<file path="src/rtl/score_pkg.sv">
// Shared definitions for the multi-channel score renderer.
// Contents:
//   - display bus widths (pixel x/y, RGB)
//   - glyph geometry constants
//   - 3x5 font ROM, per-channel colours and default x positions
//   - BCD helpers: bcd_inc() for counting, dec_to_bcd() for constants
package score_pkg;

  localparam int unsigned X_POS_W     = 10;
  localparam int unsigned Y_POS_W     = 10;
  localparam int unsigned VGA_RGB_W   = 12;

  localparam int unsigned GLYPH_W     = 3;
  localparam int unsigned GLYPH_H     = 5;
  localparam int unsigned PITCH_CELLS = 4;

  // Widest BCD value the helpers handle; counters use the low DIGITS nibbles.
  localparam int unsigned MAX_DIGITS  = 8;

  typedef logic [3:0]              bcd_t;
  typedef logic [MAX_DIGITS*4-1:0] bcd_vec_t;

  // Glyph rows, top row in bits [14:12].
  // Within a row the MSB is the leftmost cell.
  localparam logic [14:0] FONT_3X5 [10] = '{
    15'b111_101_101_101_111,  // 0
    15'b010_110_010_010_111,  // 1
    15'b111_001_111_100_111,  // 2
    15'b111_001_111_001_111,  // 3
    15'b101_101_111_001_001,  // 4
    15'b111_100_111_001_111,  // 5
    15'b111_100_111_101_111,  // 6
    15'b111_001_001_001_001,  // 7
    15'b111_101_111_101_111,  // 8
    15'b111_101_111_001_111   // 9
  };

  localparam logic [VGA_RGB_W-1:0] CH_COLOR    [2] = '{12'h0FF, 12'hFF0};
  localparam logic [X_POS_W-1:0]   SCORE_X_POS [2] = '{10'd64, 10'd448};

  // Add one to the low ndig BCD digits.
  // Carry ripples upward; a carry out of the top digit is dropped, so all-9s wraps to 0.
  function automatic bcd_vec_t bcd_inc(input bcd_vec_t v, input int unsigned ndig);
    bcd_vec_t r;
    logic     carry;
    bcd_t     dig;
    r     = v;
    carry = 1'b1;
    for (int unsigned i = 0; i < MAX_DIGITS; i++) begin
      dig          = v[i*4 +: 4];
      r[i*4 +: 4]  = (i < ndig && carry) ? ((dig == 4'd9) ? 4'd0 : dig + 4'd1) : dig;
      carry        = (i < ndig) && carry && (dig == 4'd9);
    end
    return r;
  endfunction

  // Elaboration-time conversion of a decimal constant to packed BCD.
  function automatic bcd_vec_t dec_to_bcd(input int unsigned v);
    bcd_vec_t    r;
    int unsigned rem;
    rem = v;
    for (int unsigned i = 0; i < MAX_DIGITS; i++) begin
      r[i*4 +: 4] = 4'(rem % 10);
      rem         = rem / 10;
    end
    return r;
  endfunction

endpackage

</file>
<file path="src/rtl/bcd_counter.sv">
// One channel's BCD score register.
// Ports:
//   clk_i, rst_ni  clock, synchronous active-low reset
//   inc_i          add one point (caller already gates frozen channels)
//   clr_i          zero the score; wins over inc_i
//   value_o        registered packed BCD score, MS digit in the MSBs
//   eq_win_o       current score equals WIN_SCORE
module bcd_counter
  import score_pkg::*;
#(
  parameter int unsigned DIGITS    = 2,
  parameter int unsigned WIN_SCORE = 11
) (
  input  logic                  clk_i,
  input  logic                  rst_ni,
  input  logic                  inc_i,
  input  logic                  clr_i,
  output logic [DIGITS*4-1:0]   value_o,
  output logic                  eq_win_o
);

  localparam bcd_vec_t             WIN_FULL = dec_to_bcd(WIN_SCORE);
  localparam logic [DIGITS*4-1:0]  WIN_BCD  = WIN_FULL[DIGITS*4-1:0];

  logic [DIGITS*4-1:0] value_q, value_d;
  bcd_vec_t            inc_full_s;
  logic                unused_inc_s;

  // Next score: clear, increment or hold.
  always_comb begin
    inc_full_s = bcd_inc(bcd_vec_t'(value_q), DIGITS);
    if (clr_i) begin
      value_d = '0;
    end else if (inc_i) begin
      value_d = inc_full_s[DIGITS*4-1:0];
    end else begin
      value_d = value_q;
    end
  end

  assign unused_inc_s = ^inc_full_s;

  // Score register.
  always_ff @(posedge clk_i) begin
    if (!rst_ni) begin
      value_q <= '0;
    end else begin
      value_q <= value_d;
    end
  end

  assign value_o  = value_q;
  assign eq_win_o = (value_q == WIN_BCD);

endmodule

</file>
<file path="src/rtl/score_display_mc.sv">
// Multi-channel score keeper and glyph renderer for the VGA pixel pipeline.
// Ports:
//   clk_i, rst_ni   pixel clock, synchronous active-low reset
//   pixel_x_i/y_i   current pixel coordinate
//   frame_tick_i    one pulse per frame; steps the blink counters
//   inc_i           per-channel point pulse
//   clear_i         new match: zero scores, blink counters, win flags
//   on_score_o      pixel is a lit glyph cell (2-cycle latency)
//   vga_rgb_o       channel colour for a lit cell, zero otherwise
//   win_o           sticky per-channel win flag
//   score_bcd_o     packed BCD scores, channel 0 in the LSBs
module score_display_mc
  import score_pkg::*;
#(
  parameter int unsigned           NUM_CH       = 2,
  parameter int unsigned           DIGITS       = 2,
  parameter int unsigned           SCALE_LOG2   = 3,
  parameter int unsigned           WIN_SCORE    = 11,
  parameter int unsigned           BLINK_FRAMES = 60,
  parameter int unsigned           BLINK_BIT    = 3,
  parameter logic [X_POS_W-1:0]    X_POS [NUM_CH] = SCORE_X_POS,
  parameter logic [Y_POS_W-1:0]    Y_POS        = 10'd32,
  parameter logic [VGA_RGB_W-1:0]  COLOR [NUM_CH] = CH_COLOR
) (
  input  logic                        clk_i,
  input  logic                        rst_ni,
  input  logic [X_POS_W-1:0]          pixel_x_i,
  input  logic [Y_POS_W-1:0]          pixel_y_i,
  input  logic                        frame_tick_i,
  input  logic [NUM_CH-1:0]           inc_i,
  input  logic                        clear_i,
  output logic                        on_score_o,
  output logic [VGA_RGB_W-1:0]        vga_rgb_o,
  output logic [NUM_CH-1:0]           win_o,
  output logic [NUM_CH*DIGITS*4-1:0]  score_bcd_o
);

  localparam int unsigned BOX_W  = DIGITS * PITCH_CELLS * (1 << SCALE_LOG2);
  localparam int unsigned BOX_H  = GLYPH_H * (1 << SCALE_LOG2);
  localparam int unsigned CH_W   = (NUM_CH > 1) ? $clog2(NUM_CH) : 1;
  localparam int unsigned DIG_W  = (DIGITS > 1) ? $clog2(DIGITS) : 1;
  localparam int unsigned BC_W_A = $clog2(BLINK_FRAMES + 1);
  localparam int unsigned BC_W   = (BC_W_A > BLINK_BIT + 1) ? BC_W_A : BLINK_BIT + 1;

  localparam logic [BC_W-1:0] BLINK_LOAD = BLINK_FRAMES[BC_W-1:0];
  localparam logic [BC_W-1:0] BLINK_ONE  = {{(BC_W-1){1'b0}}, 1'b1};

  // One extra bit so box limits near the screen edge cannot wrap.
  typedef logic [X_POS_W:0] xw_t;
  typedef logic [Y_POS_W:0] yw_t;

  localparam yw_t Y_LO = yw_t'(Y_POS);
  localparam yw_t Y_HI = Y_LO + yw_t'(BOX_H);

  // Score state.
  logic [DIGITS*4-1:0] value_s  [NUM_CH];
  logic [NUM_CH-1:0]   eq_win_s;
  logic [NUM_CH-1:0]   inc_ok_s;
  logic [NUM_CH-1:0]   win_q, win_d;
  logic [BC_W-1:0]     blink_q  [NUM_CH];
  logic [BC_W-1:0]     blink_d  [NUM_CH];
  logic [NUM_CH-1:0]   hidden_s;

  // Stage-1 per-channel geometry.
  logic [NUM_CH-1:0]   hit_s;
  logic [3:0]          nib_s    [NUM_CH];
  logic [1:0]          col_s    [NUM_CH];
  logic [Y_POS_W-1:0]  dy_s;
  logic [2:0]          row_s;
  logic                y_in_s;
  logic                unused_dy_s;

  // Stage-1 register and its next state.
  logic                s1_hit_q, s1_hit_d;
  logic [CH_W-1:0]     s1_ch_q,  s1_ch_d;
  logic [3:0]          s1_nib_q, s1_nib_d;
  logic [1:0]          s1_col_q, s1_col_d;
  logic [2:0]          s1_row_q, s1_row_d;

  // Stage-2 (output) register and its next state.
  logic                on_q,  on_d;
  logic [VGA_RGB_W-1:0] rgb_q, rgb_d;
  logic [14:0]         glyph_s;
  logic [3:0]          bit_idx_s;

  assign dy_s        = pixel_y_i - Y_POS;
  assign row_s       = dy_s[SCALE_LOG2 +: 3];
  assign y_in_s      = (yw_t'(pixel_y_i) >= Y_LO) && (yw_t'(pixel_y_i) < Y_HI);
  assign unused_dy_s = ^dy_s;

  for (genvar c = 0; c < NUM_CH; c++) begin : g_ch
    localparam xw_t X_LO = xw_t'(X_POS[c]);
    localparam xw_t X_HI = X_LO + xw_t'(BOX_W);

    logic [X_POS_W-1:0] dx_s;
    logic [DIG_W-1:0]   dig_s;
    logic [3:0]         nib_l;
    logic               x_in_s;
    logic               unused_dx_s;

    bcd_counter #(
      .DIGITS    (DIGITS),
      .WIN_SCORE (WIN_SCORE)
    ) u_cnt (
      .clk_i    (clk_i),
      .rst_ni   (rst_ni),
      .inc_i    (inc_ok_s[c]),
      .clr_i    (clear_i),
      .value_o  (value_s[c]),
      .eq_win_o (eq_win_s[c])
    );

    // A channel sitting on WIN_SCORE is frozen even before its win flag lands.
    assign inc_ok_s[c] = inc_i[c] & ~win_q[c] & ~eq_win_s[c];

    assign dx_s        = pixel_x_i - X_POS[c];
    assign dig_s       = dx_s[SCALE_LOG2 + 2 +: DIG_W];
    assign col_s[c]    = dx_s[SCALE_LOG2 +: 2];
    assign x_in_s      = (xw_t'(pixel_x_i) >= X_LO) && (xw_t'(pixel_x_i) < X_HI);
    // Column 3 of every digit pitch is the inter-digit gap.
    assign hit_s[c]    = x_in_s & y_in_s & (col_s[c] != 2'd3);
    assign unused_dx_s = ^dx_s;

    // Digit 0 is leftmost, so it shows the most significant nibble.
    always_comb begin
      nib_l = 4'd0;
      for (int d = 0; d < DIGITS; d++) begin
        nib_l = (dig_s == DIG_W'(d)) ? value_s[c][(DIGITS-1-d)*4 +: 4] : nib_l;
      end
    end

    assign nib_s[c] = nib_l;
    assign score_bcd_o[c*DIGITS*4 +: DIGITS*4] = value_s[c];
  end

  // Win flags, blink counters and blink visibility.
  always_comb begin
    win_d = win_q;
    for (int c = 0; c < NUM_CH; c++) begin
      if (clear_i) begin
        win_d[c]   = 1'b0;
        blink_d[c] = '0;
      end else begin
        win_d[c] = win_q[c] | eq_win_s[c];
        // A fresh point reloads the counter even on a frame tick.
        if (inc_ok_s[c]) begin
          blink_d[c] = BLINK_LOAD;
        end else if (frame_tick_i && (blink_q[c] != '0)) begin
          blink_d[c] = blink_q[c] - BLINK_ONE;
        end else begin
          blink_d[c] = blink_q[c];
        end
      end
      hidden_s[c] = (blink_q[c] != '0) && blink_q[c][BLINK_BIT];
    end
  end

  // Stage 1: pick the hit channel; iterating downward lets the lowest index win.
  always_comb begin
    s1_hit_d = 1'b0;
    s1_ch_d  = '0;
    s1_nib_d = 4'd0;
    s1_col_d = 2'd0;
    s1_row_d = row_s;
    for (int c = NUM_CH - 1; c >= 0; c--) begin
      if (hit_s[c]) begin
        s1_hit_d = 1'b1;
        s1_ch_d  = CH_W'(c);
        s1_nib_d = nib_s[c];
        s1_col_d = col_s[c];
      end else begin
        s1_hit_d = s1_hit_d;
      end
    end
  end

  // Stage 2: font lookup (bit = 14 - (3*row + col), via shift-add), blink mask, colour.
  always_comb begin
    glyph_s   = (s1_nib_q <= 4'd9) ? FONT_3X5[s1_nib_q] : 15'd0;
    bit_idx_s = 4'd14 - ({s1_row_q, 1'b0} + {1'b0, s1_row_q}) - {2'b00, s1_col_q};
    on_d      = s1_hit_q & glyph_s[bit_idx_s] & ~hidden_s[s1_ch_q];
    if (on_d) begin
      rgb_d = COLOR[s1_ch_q];
    end else begin
      rgb_d = '0;
    end
  end

  // State, stage-1 and output registers; reset discards in-flight pixels.
  always_ff @(posedge clk_i) begin
    if (!rst_ni) begin
      win_q <= '0;
      for (int c = 0; c < NUM_CH; c++) begin
        blink_q[c] <= '0;
      end
      s1_hit_q <= 1'b0;
      s1_ch_q  <= '0;
      s1_nib_q <= 4'd0;
      s1_col_q <= 2'd0;
      s1_row_q <= 3'd0;
      on_q     <= 1'b0;
      rgb_q    <= '0;
    end else begin
      win_q    <= win_d;
      blink_q  <= blink_d;
      s1_hit_q <= s1_hit_d;
      s1_ch_q  <= s1_ch_d;
      s1_nib_q <= s1_nib_d;
      s1_col_q <= s1_col_d;
      s1_row_q <= s1_row_d;
      on_q     <= on_d;
      rgb_q    <= rgb_d;
    end
  end

  assign on_score_o = on_q;
  assign vga_rgb_o  = rgb_q;
  assign win_o      = win_q;

endmodule
</file>
<file path="config.mk">
export PLATFORM = sky130hd
export DESIGN_NAME = score_display_mc
export DESIGN_NICKNAME = d
export VERILOG_FILES = /design/src/rtl/score_pkg.sv /design/src/rtl/bcd_counter.sv /design/src/rtl/score_display_mc.sv
export SDC_FILE = /design/constraint.sdc
export NUM_CORES = 1
export LEC_CHECK = 0
export CAP_MARGIN = 10
export CELL_PAD_IN_SITES_DETAIL_PLACEMENT = 1
export CELL_PAD_IN_SITES_GLOBAL_PLACEMENT = 2
export CORE_MARGIN = 3
export CORE_UTILIZATION = 27
export DETAILED_ROUTE_END_ITERATION = 16
export PLACE_DENSITY_LB_ADDON = 0.1
export SETUP_SLACK_MARGIN = 0.02
export SLEW_MARGIN = 20
export SYNTH_ARGS = -nofsm -noshare
export SYNTH_HDL_FRONTEND = slang
export SYNTH_HIERARCHICAL = 1
export SYNTH_SLANG_ARGS = --single-unit
</file>
<file path="constraint.sdc">
create_clock -name clk_i -period 2.5 [get_ports clk_i]
set_clock_uncertainty 0.1 [all_clocks]
set_input_delay 0.625 -clock clk_i [delete_from_list [all_inputs] [get_ports clk_i]]
set_output_delay 0.625 -clock clk_i [all_outputs]
set_load 0.02 [all_outputs]
</file>
Word level (Yosys, flattened, before mapping):

Memory sizes are Yosys's and may differ from the RTL's.
Index checks and enable logic that the tools add are counted.

* bits in writable memories: 0
* output and inout port bits: 31
* bits in read-only memories: 240
* latch bits: 0
* memories: 1
* input port bits: 26
* register bits after elaboration: 54
* logic and storage cells: 112

* $add $sub $neg: 12
* equal/unequal tests: 8
* multiplexer cells: 26
* bitwise logic cells: 20
* $lt $le $gt $ge: 11
* shifts and indexed selects: 0
* reduce and logical (&&, ||, !) cells: 18
* divide/modulo/power cells: 0
* multiply operators: 0

Memories
* (name not given): words 16, width 15, rd ports 1, clocked after memory_dff 0, wr ports 0, line score_display_mc.sv:179 `glyph_s = (s1_nib_q <= 4'd9) ? FONT_3X5[s1_nib_q] : 15'd0;`

Operator list (count)
* 15-bit two-way mux: 3
* 12-bit two-way mux: 3
* 4-bit two-way mux: 8
* 6-bit two-way mux: 4
* 6-bit by 1-bit subtractor with 6-bit output, second input constant: 4
* 4-bit by 1-bit adder with 4-bit output, second input constant: 4
* 4-bit == test, second input constant: 4
* 8-bit by 5-bit == test with 1-bit output, second input constant: 2
* 6-bit nonzero test: 2
* 1-bit AND: 10
* 10-bit by 6-bit greater-or-equal comparator with 1-bit output, second input constant: 1
* 10-bit by 7-bit greater-or-equal comparator with 1-bit output, second input constant: 1
* 10-bit by 9-bit greater-or-equal comparator with 1-bit output, second input constant: 1
* 10-bit < comparator, second input constant: 1
* 10-bit by 7-bit < comparator with 1-bit output, second input constant: 1
* 10-bit by 8-bit < comparator with 1-bit output, second input constant: 1
* 1-bit logical AND: 7
* 1-bit NOT: 6
* 2-bit AND reduction: 3
* 3-bit OR reduction: 2
* 6-bit subtractor, second input constant: 1
* 5-bit greater-or-equal comparator, second input constant: 1
* 4-bit by 5-bit < comparator with 1-bit output, second input constant: 1
* 1-bit two-way mux: 5
* other kinds (14): 19

Longest topological paths before layout:

Gate-level depths: netlist (run 1).

* depth in word-level cells: 10
* mapped depth: 10
* gate-level depth less buffers: 9

Modules after synthesis:

Netlist (run 1), hierarchy kept.

By module, submodules not included
* score_display_mc: cells an instance 185, area each 1711.6 µm², seq. area each 580.6 µm², times used 1
* bcd_counter: cells an instance 48, area each 400.4 µm², seq. area each 160.2 µm², times used 2

Worst setup path before layout (run 1):

No wires, ideal clock.

* path type: reg2reg
* start: register s1_row_q[0]
* end: register on_q (netlist: on_score_o)
* library setup time: 92 ps
* buffers on the path: 0
* slack: -76 ps
* data arrival time: 2384 ps
* clock period less this slack: 2576 ps
* required time: 2308 ps
* stages on the path, launching flop included: 9
* cells stage by stage: dfxtp_1 inv_1 fa_1 fa_1 xnor2_1 a21bo_2 o32ai_1 nor3_1 nor4_1

* longest elaborated chain between the ends: 7

RTL lines
* start, declared: line score_display_mc.sv:78 `logic [2:0] s1_row_q, s1_row_d;`
* start signal, assigned: line score_display_mc.sv:210 `s1_row_q <= s1_row_d;`
* 4-bit by 3-bit adder with 4-bit output: line score_display_mc.sv:180 `bit_idx_s = 4'd14 - ({s1_row_q, 1'b0} + {1'b0, s1_row_q}) - {2'b00, s1_col_q};`
* 4-bit subtractor: line score_display_mc.sv:180
* 4-bit by 2-bit subtractor with 4-bit output: line score_display_mc.sv:180
* 1-bit binary-select mux with 4-bit select: line score_display_mc.sv:181 `on_d = s1_hit_q & glyph_s[bit_idx_s] & ~hidden_s[s1_ch_q];`
* 1-bit two-way mux (implied by the code): line score_display_mc.sv:181
* 1-bit AND (2 in series): line score_display_mc.sv:181
* end signal, assigned: line score_display_mc.sv:211 `on_q <= on_d;`
* end, declared: line score_display_mc.sv:81 `logic on_q, on_d;`

No other way between the ends. The select of a mux whose other input is x is not followed.
A chain may end at the register's enable or synchronous reset.

Final worst setup path (run 1):

* start: register s1_col_q[1]
* end: register rgb_q[7] (netlist: vga_rgb_o[7])

* longest elaborated chain between the ends: 6

RTL lines
* start, declared: line score_display_mc.sv:77 `logic [1:0] s1_col_q, s1_col_d;`
* start signal, assigned: line score_display_mc.sv:209 `s1_col_q <= s1_col_d;`
* 4-bit by 2-bit subtractor with 4-bit output: line score_display_mc.sv:180
* 1-bit binary-select mux with 4-bit select: line score_display_mc.sv:181
* 1-bit two-way mux (implied by the code): line score_display_mc.sv:181
* 1-bit AND (2 in series): line score_display_mc.sv:181
* 2-bit AND reduction (no line)
* end signal, assigned: line score_display_mc.sv:212 `rgb_q <= rgb_d;`
* end, declared: line score_display_mc.sv:82 `logic [VGA_RGB_W-1:0] rgb_q, rgb_d;`

No other way between the ends. The select of a mux whose other input is x is not followed.

==> results of run 1 <==
## worst register-to-register path, cell delays in order, from the launching register on
cell      delay (ps)
dfxtp_2          330
inv_2             30
fa_1             580
fa_2             540
a211o_1          260
a21o_1           180
o2111a_2         190
nor4_2           270
## cell type report
| class | instances | area [um^2] |
|---|---|---|
| fillers | 1037 | 5410 |
| multi-input cells | 202 | 1510 |
| flip-flops and latches | 45 | 905 |
| repair buffers | 85 | 763 |
| well taps | 108 | 135 |
| clock buffers | 7 | 96.3 |
| inverters | 17 | 63.8 |
| clock inverters | 1 | 5.00 |
## placed cells by master, fill, tap and decap left out, types with 2 or more instances in the layout
master,n
clkdlybuf4s50_1,50
dfxtp_1,42
buf_4,35
nor2_1,22
a21oi_1,20
nand2_1,16
inv_1,15
ha_1,12
nand3_1,11
xor2_1,10
nor2b_1,8
and2_1,8
o21ai_0,7
clkbuf_8,7
nor3_1,6
nand2b_1,6
or4_1,6
o31ai_1,6
a31oi_1,5
xnor2_1,5
mux4_2,4
a21o_1,3
or2_2,3
nor4_1,3
dfxtp_2,3
inv_2,2
xnor2_2,2
mux2i_1,2
nor4_2,2
or3b_1,2
or4_2,2
and4b_1,2
and2b_2,2
or3_2,2
## flip-flops by register name (all words and copies together), names as in the netlist
register,flops
s1_ch_q,1
s1_nib_q,4
s1_col_q,2
s1_hit_q,1
blink_q,12
win_o,2
on_score_o,1
s1_row_q,3
g_ch.u_cnt/value_o,16
vga_rgb_o,3
## worst paths after layout
check	startpoint	slack, ps	to	cells after the start
max reg2reg	s1_col_q[1]$_SDFF_PN0_	-50	vga_rgb_o[7]$_SDFF_PN0_	7
min	s1_ch_q$_SDFF_PP0_	380	vga_rgb_o[10]$_SDFF_PN0_	2
max	s1_col_q[1]$_SDFF_PN0_	-50	vga_rgb_o[7]$_SDFF_PN0_	7
min reg2reg	s1_ch_q$_SDFF_PP0_	380	vga_rgb_o[10]$_SDFF_PN0_	2
## kinds of logic (layout without fill, tap and decap cells)
| kind of cell | count (synthesis) | in the layout | synth area share |
|---|---|---|---|
| AND/OR/NAND/NOR | 109 | 109 | 0.240 |
| AO/OA/AOI/OAI | 54 | 54 | 0.141 |
| flip-flops | 45 | 45 | 0.359 |
| buffers and inverters | 34 | 110 | 0.0717 |
| XOR/XNOR | 17 | 17 | 0.0593 |
| adder cells (fa/ha/maj) | 14 | 14 | 0.0757 |
| multiplexers | 8 | 8 | 0.0543 |
## per-layer routing
| layer | routed length (um) | GRT usage | up-vias |
|---|---|---|---|
| li1 | - | - | 1137 |
| met1 | 3260 | 0.182 | 1055 |
| met2 | 3180 | 0.221 | 40 |
| met3 | 241 | 0.0266 | 4 |
| met4 | 55 | 0.0394 | 0 |
| met5 | 0 | 0 | - |
## stage by stage
| stage | utilization | power [mW] | cells |
|---|---|---|---|
| after floorplan | - | 0.921 | 281 |
| after global placement | 0.373 | 1.02 | 457 |
| after detailed placement | 0.373 | 1.03 | 457 |
| after CTS | 0.387 | 1.54 | 465 |
| after global routing | 0.392 | 1.61 | 465 |
| final | 0.392 | 1.53 | 465 |
## power breakdown
part	internal (mW)	leakage (nW)	total (mW)	switching [mW]
clock	0.250	0.0542	0.501	0.251
combinational	0.146	0.869	0.280	0.134
sequential	0.732	0.366	0.746	0.0144
total	1.13	1.29	1.53	0.399
## timing repair
item                                    4_1_cts  5_1_grt
pin swaps                                     2        3
resized for setup                             7        8
endpoints found under the setup margin        4        9
==> PnR_summary.wiki, run 1 <==
{| class="wikitable"
! Metric !! Value
|-
| Crit path max-delay family || adder cells
|-
| Relative slew slack || 0.610
|-
| Seq cells post-synth || 45
|-
| Routed wire length || 6740 um
|-
| Detailed router's first-iteration violation count || 34
|-
| Crit path DAT || 2670 ps
|-
| Post-place setup slack || -145 ps
|-
| Outcome || complete, but fails checks
|-
| Remaining antenna violation count after routing || 0
|-
| VDD IR-drop max || 220 uV
|-
| Count of buffering cells on the critical path with inverters included || 1
|-
| Total via count in the routed design || 2236
|-
| Final GP Congestion || 0.731
|-
| Number of maximum-capacitance constraint violations || 0
|-
| Final hold violation count || 0
|-
| Final std cell area, no fill || 3480 um^2
|-
| Number of synthesized flops with an enable pin || 0
|-
| Register area share after synthesis || 0.359
|-
| Total CTS buffers || 5
|-
| Cell count after synthesis || 281
|-
| RSZ-0062 raised after global routing || true
|-
| # H-tree levels || 2
|-
| Setup violators final || 4
|-
| Global routing usage summed across all routing layers || 0.136
|-
| First-pass detailed-route iteration total || 4
|-
| Synth Flop Type || dfxtp_1
|-
| Standard cell with the maximum stage delay on the critical path || fa_1
|-
| Worst setup path class || flip-flop to flip-flop
|-
| Post-DP Area || 3320 um^2
|-
| Post-Synthesis Net Count || 321
|-
| Overall overflow remaining after global route || 0
|-
| Detailed placer's ending HPWL || 5260 um
|-
| Min cycle time layout || 2550 ps
|-
| X dimension of the die || 102 um
|-
| Period Utilization, post-route || 1.02
|-
| Antenna violations before repair || 0
|-
| Std-Cell Rows || 34
|-
| Top cells by count, synth || 45 x dfxtp_1, 22 x nor2_1, 20 x a21oi_1, 17 x inv_1, 16 x nand2_1
|-
| Peak Freq || 392 MHz
|-
| First-pass GRT wire length || 11200 um
|-
| Die Footprint || 10500 um^2
|-
| Initial core utilization || 0.283
|-
| Worst Path Max Fanout || 8
|-
| Worst Slack Setup Final || -49.9 ps
|-
| P&R area growth vs syn || 38.6%
|-
| Maximum clock insertion buffer count || 2
|-
| Final net count || 396
|-
| Max-slew violation total from the final report || 0
|-
| Routed wire per std cell || 14.5 um
|-
| Delay of the slowest cell on the worst path || 580 ps
|-
| Root buffer cell || clkbuf_8
|-
| I/O pin cnt || 57
|-
| Number of buffers added to fix hold violations after cts || 0
|-
| Post-synthesis async set-or-reset flop share || 0
|-
| Count of different cell masters after synthesis || 50
|-
| Mean Syn Cell Area || 8.94 um^2
|-
| Endpoint required time on the critical path || 2620 ps
|-
| Synth area leaders || dfxtp_1 36%, ha_1 6.0%, a21oi_1 4.0%
|-
| Vertical extent of the die || 102 um
|-
| Number of clock sinks || 45
|-
| Violated checks || negative setup slack
|-
| Share of the synthesized area in the top cell type || 0.359
|-
| Worst path cell trace || inv_2 > fa_1 > fa_2 > a211o_1 > a21o_1 > o2111a_2 > nor4_2
|-
| Synthesized area || 2510 um^2
|-
| Number of global-route vias before repair || 2281
|-
| Share of final-layout standard cells stronger than drive strength 1 || 0.216
|-
| PwrDens || 439 nW/um^2
|-
| Transition time of the tightest slew-check pin || 577 ps
|-
| # DRC || 0
|-
| Vias per inst || 4.81
|-
| Worst-skew pair later-pin latency || 300 ps
|-
| Number of setup buffers added after CTS || 0
|-
| Std-Cell Core Area || 8890 um^2
|-
| PortBufs || 50
|-
| Maximum number of pins on one net before global-route repair || 14
|-
| TritonCTS clock tree || done
|-
| Critical Path Start Type || flip-flop
|-
| Biggest area consumer among synthesized cells || dfxtp_1
|-
| Worst hold-check slack || 385 ps
|-
| Clock transition at path regs || 90 ps
|-
| Top-count cell post-synth || dfxtp_1
|-
| Final total negative setup slack || -131 ps
|-
| Critical Path End Type || flip-flop
|-
| YS warnings || 6
|-
| Leakage power || 1.29 nW
|-
| Tightest Hold Check Type || flip-flop to flip-flop
|-
| Diode count || 0
|}
No activity file was read; power rests on OpenSTA's default activity.
==> run 2: changes to the inputs <==
- CORE_UTILIZATION: 27 -> 32
- clock period: 2.5 -> 3 ns (I/O delays scaled with it)
==> PnR_summary.wiki, run 2 (same netlist as run 1, synthesis figures left out) <==
{| class="wikitable"
! Metric !! Value
|-
| Routed wire length || 6230 um (-7.5%)
|-
| Post-DP Area || 3080 um^2 (-7.1%)
|-
| Relative slew slack || 0.577 (-0.0334)
|-
| Total via count in the routed design || 2124 (-5.0%)
|-
| I/O pin cnt || 57 (unchanged)
|-
| RSZ-0062 raised after global routing || false
|-
| Min cycle time layout || 2780 ps (+235 ps)
|-
| Std-Cell Rows || 31 (-8.8%)
|-
| Critical Path Start Type || flip-flop
|-
| Worst-skew pair later-pin latency || 290 ps (about the same)
|-
| Number of global-route vias before repair || 2198 (-3.6%)
|-
| PortBufs || 50 (unchanged)
|-
| Maximum number of pins on one net before global-route repair || 15 (+1)
|-
| Launching instance or port of the critical path || s1_row_q[0]$_SDFF_PN0_
|-
| First-pass detailed-route iteration total || 4 (unchanged)
|-
| Number of placed cells counting well taps || 421 (-7.9%)
|-
| Final GP Congestion || 0.718 (-1.8%)
|-
| Leakage power || 1.13 nW (-12%)
|-
| First-pass GRT wire length || 10300 um (-7.7%)
|-
| Clock transition at path regs || 90 ps (about the same)
|-
| Maximum clock insertion buffer count || 2 (unchanged)
|-
| Vias per inst || 4.96 (+3.2%)
|-
| Period Utilization, post-route || 0.928 (-0.0918)
|-
| Number of flip-flops in the largest register || 16 (unchanged)
|-
| VDD IR-drop max || 178 uV (-19%)
|-
| Number of standard cells in the final layout excluding fillers || 428 (-8.0%)
|-
| Outcome || complete, no violations
|-
| Final hold violation count || 0 (unchanged)
|-
| Final std cell area, no fill || 3200 um^2 (-8.2%)
|-
| Tightest Hold Check Type || flip-flop to flip-flop
|-
| Routed wire per std cell || 14.6 um (+0.48%)
|-
| Detailed placer's ending HPWL || 4900 um (-6.8%)
|-
| Crit path to || vga_rgb_o[10]$_SDFF_PN0_
|-
| Number of setup buffers added after CTS || 0 (unchanged)
|-
| Initial core utilization || 0.337 (+0.0548)
|-
| Std-Cell Core Area || 7450 um^2 (-16%)
|-
| Source of the worst register-to-register timing path || s1_row_q[0]$_SDFF_PN0_
|-
| Number of maximum-capacitance constraint violations || 0 (unchanged)
|-
| # DRC || 0 (unchanged)
|-
| Root buffer cell || clkbuf_8
|-
| Transition time of the tightest slew-check pin || 632 ps (+54.5 ps)
|-
| Final net count || 369 (-6.8%)
|-
| Endpoint required time on the critical path || 3090 ps (+470 ps)
|-
| Peak Freq || 359 MHz (-8.4%)
|-
| Max-slew violation total from the final report || 0 (unchanged)
|-
| Setup slack of the worst register-to-register path || 220 ps (+270 ps)
|-
| TritonCTS clock tree || done
|-
| Detailed router's first-iteration violation count || 89 (+160%)
|-
| Setup violators final || 0 (-4)
|-
| Diode count || 0 (unchanged)
|-
| Capture instance of the worst register-to-register path || vga_rgb_o[10]$_SDFF_PN0_
|-
| Worst Path Max Fanout || 4 (-4)
|-
| Global routing usage summed across all routing layers || 0.146 (+0.0101)
|-
| X dimension of the die || 94.6 um (-7.7%)
|-
| Share of final-layout standard cells stronger than drive strength 1 || 0.106 (-0.109)
|-
| Most common cell after layout, fill and taps aside || clkdlybuf4s50_1
|-
| Most frequent cells in the layout || 50 x clkdlybuf4s50_1, 45 x dfxtp_1, 22 x nor2_1, 20 x a21oi_1, 17 x inv_1
|-
| # H-tree levels || 2 (unchanged)
|-
| Worst hold-check slack || 385 ps (-0.181 ps)
|-
| Antenna violations before repair || 0 (unchanged)
|-
| Critical Path End Type || flip-flop
|-
| Number of clock sinks || 45 (unchanged)
|-
| PwrDens || 394 nW/um^2 (-10%)
|-
| Final total negative setup slack || 0 ps (+131 ps)
|-
| Die Footprint || 8950 um^2 (-15%)
|-
| Crit path DAT || 2880 ps (+210 ps)
|-
| Register-to-Register Path Depth || 8 (+1)
|-
| Total CTS buffers || 5 (unchanged)
|-
| Worst setup path class || flip-flop to flip-flop
|-
| Vertical extent of the die || 94.6 um (-7.7%)
|-
| Remaining antenna violation count after routing || 0 (unchanged)
|-
| Fill cell count || 888 (-14%)
|-
| P&R area growth vs syn || 27.2%
|-
| Overall overflow remaining after global route || 0 (unchanged)
|}
[run 2: power by group]
group / leakage [nW] / internal, mW / switching (mW)
Clock: 0.0540 / 0.242 / 0.199
Sequential: 0.365 / 0.610 / 0.0132
Combinational: 0.712 / 0.0970 / 0.0975
Total: 1.13 / 0.949 / 0.309
[run 2: worst min path at each step]
| stage | from | to | cells after the start |
|---|---|---|---|
| floorplan | s1_ch_q$_SDFF_PP0_ | vga_rgb_o[10]$_SDFF_PN0_ | 2 |
| global placement | s1_ch_q$_SDFF_PP0_ | vga_rgb_o[10]$_SDFF_PN0_ | 2 |
| detailed placement | s1_ch_q$_SDFF_PP0_ | vga_rgb_o[10]$_SDFF_PN0_ | 2 |
| CTS | s1_ch_q$_SDFF_PP0_ | vga_rgb_o[10]$_SDFF_PN0_ | 2 |
| global route | s1_ch_q$_SDFF_PP0_ | vga_rgb_o[10]$_SDFF_PN0_ | 2 |
| finish | s1_ch_q$_SDFF_PP0_ | vga_rgb_o[10]$_SDFF_PN0_ | 2 |
[run 2: area by class of cell]
class,instances,area [um^2],area share
clock buffers,5,68.8,0.0215
clock inverters,2,35.0,0.0110
inverters,17,63.8,0.0200
multi-input cells,202,1440,0.452
flip-flops and latches,45,901,0.282
well taps,99,124,0.0387
repair buffers,58,561,0.175
[run 2: worst max-delay path, stage by stage, from the launching register on]
cell	delay, ps
dfxtp_1	340
inv_1	60
fa_1	520
fa_1	450
xnor2_2	220
a21bo_2	250
o32ai_1	340
nor3_2	130
nor4_1	290
[run 2: per-layer routing]
metal	up-vias	wire length [um]	track usage
li1	1079	-	-
met1	1010	2930	0.186
met2	30	3070	0.252
met3	5	176	0.0279
met4	0	51	0.0361
met5	-	0	0
[run 2: stage by stage]
stage	worst slack (ps)	util	total power, mW
detailed placement	166	0.414	0.829
global route	65.2	0.429	1.33
global placement	157	0.414	0.825
finish	215	0.429	1.26
floorplan	424	-	0.760
CTS	133	0.428	1.28
[run 2: timing repair]
action	CTS	global route
hold buffers	0	0
endpoints found under the setup margin	0	4
resized for setup	0	2
==> run 3: changes to the inputs <==
- CTS_CLUSTER_DIAMETER: unset -> 30
==> results of run 3 <==
No change in the layout: final DEF, timing and power equal those of run 2.
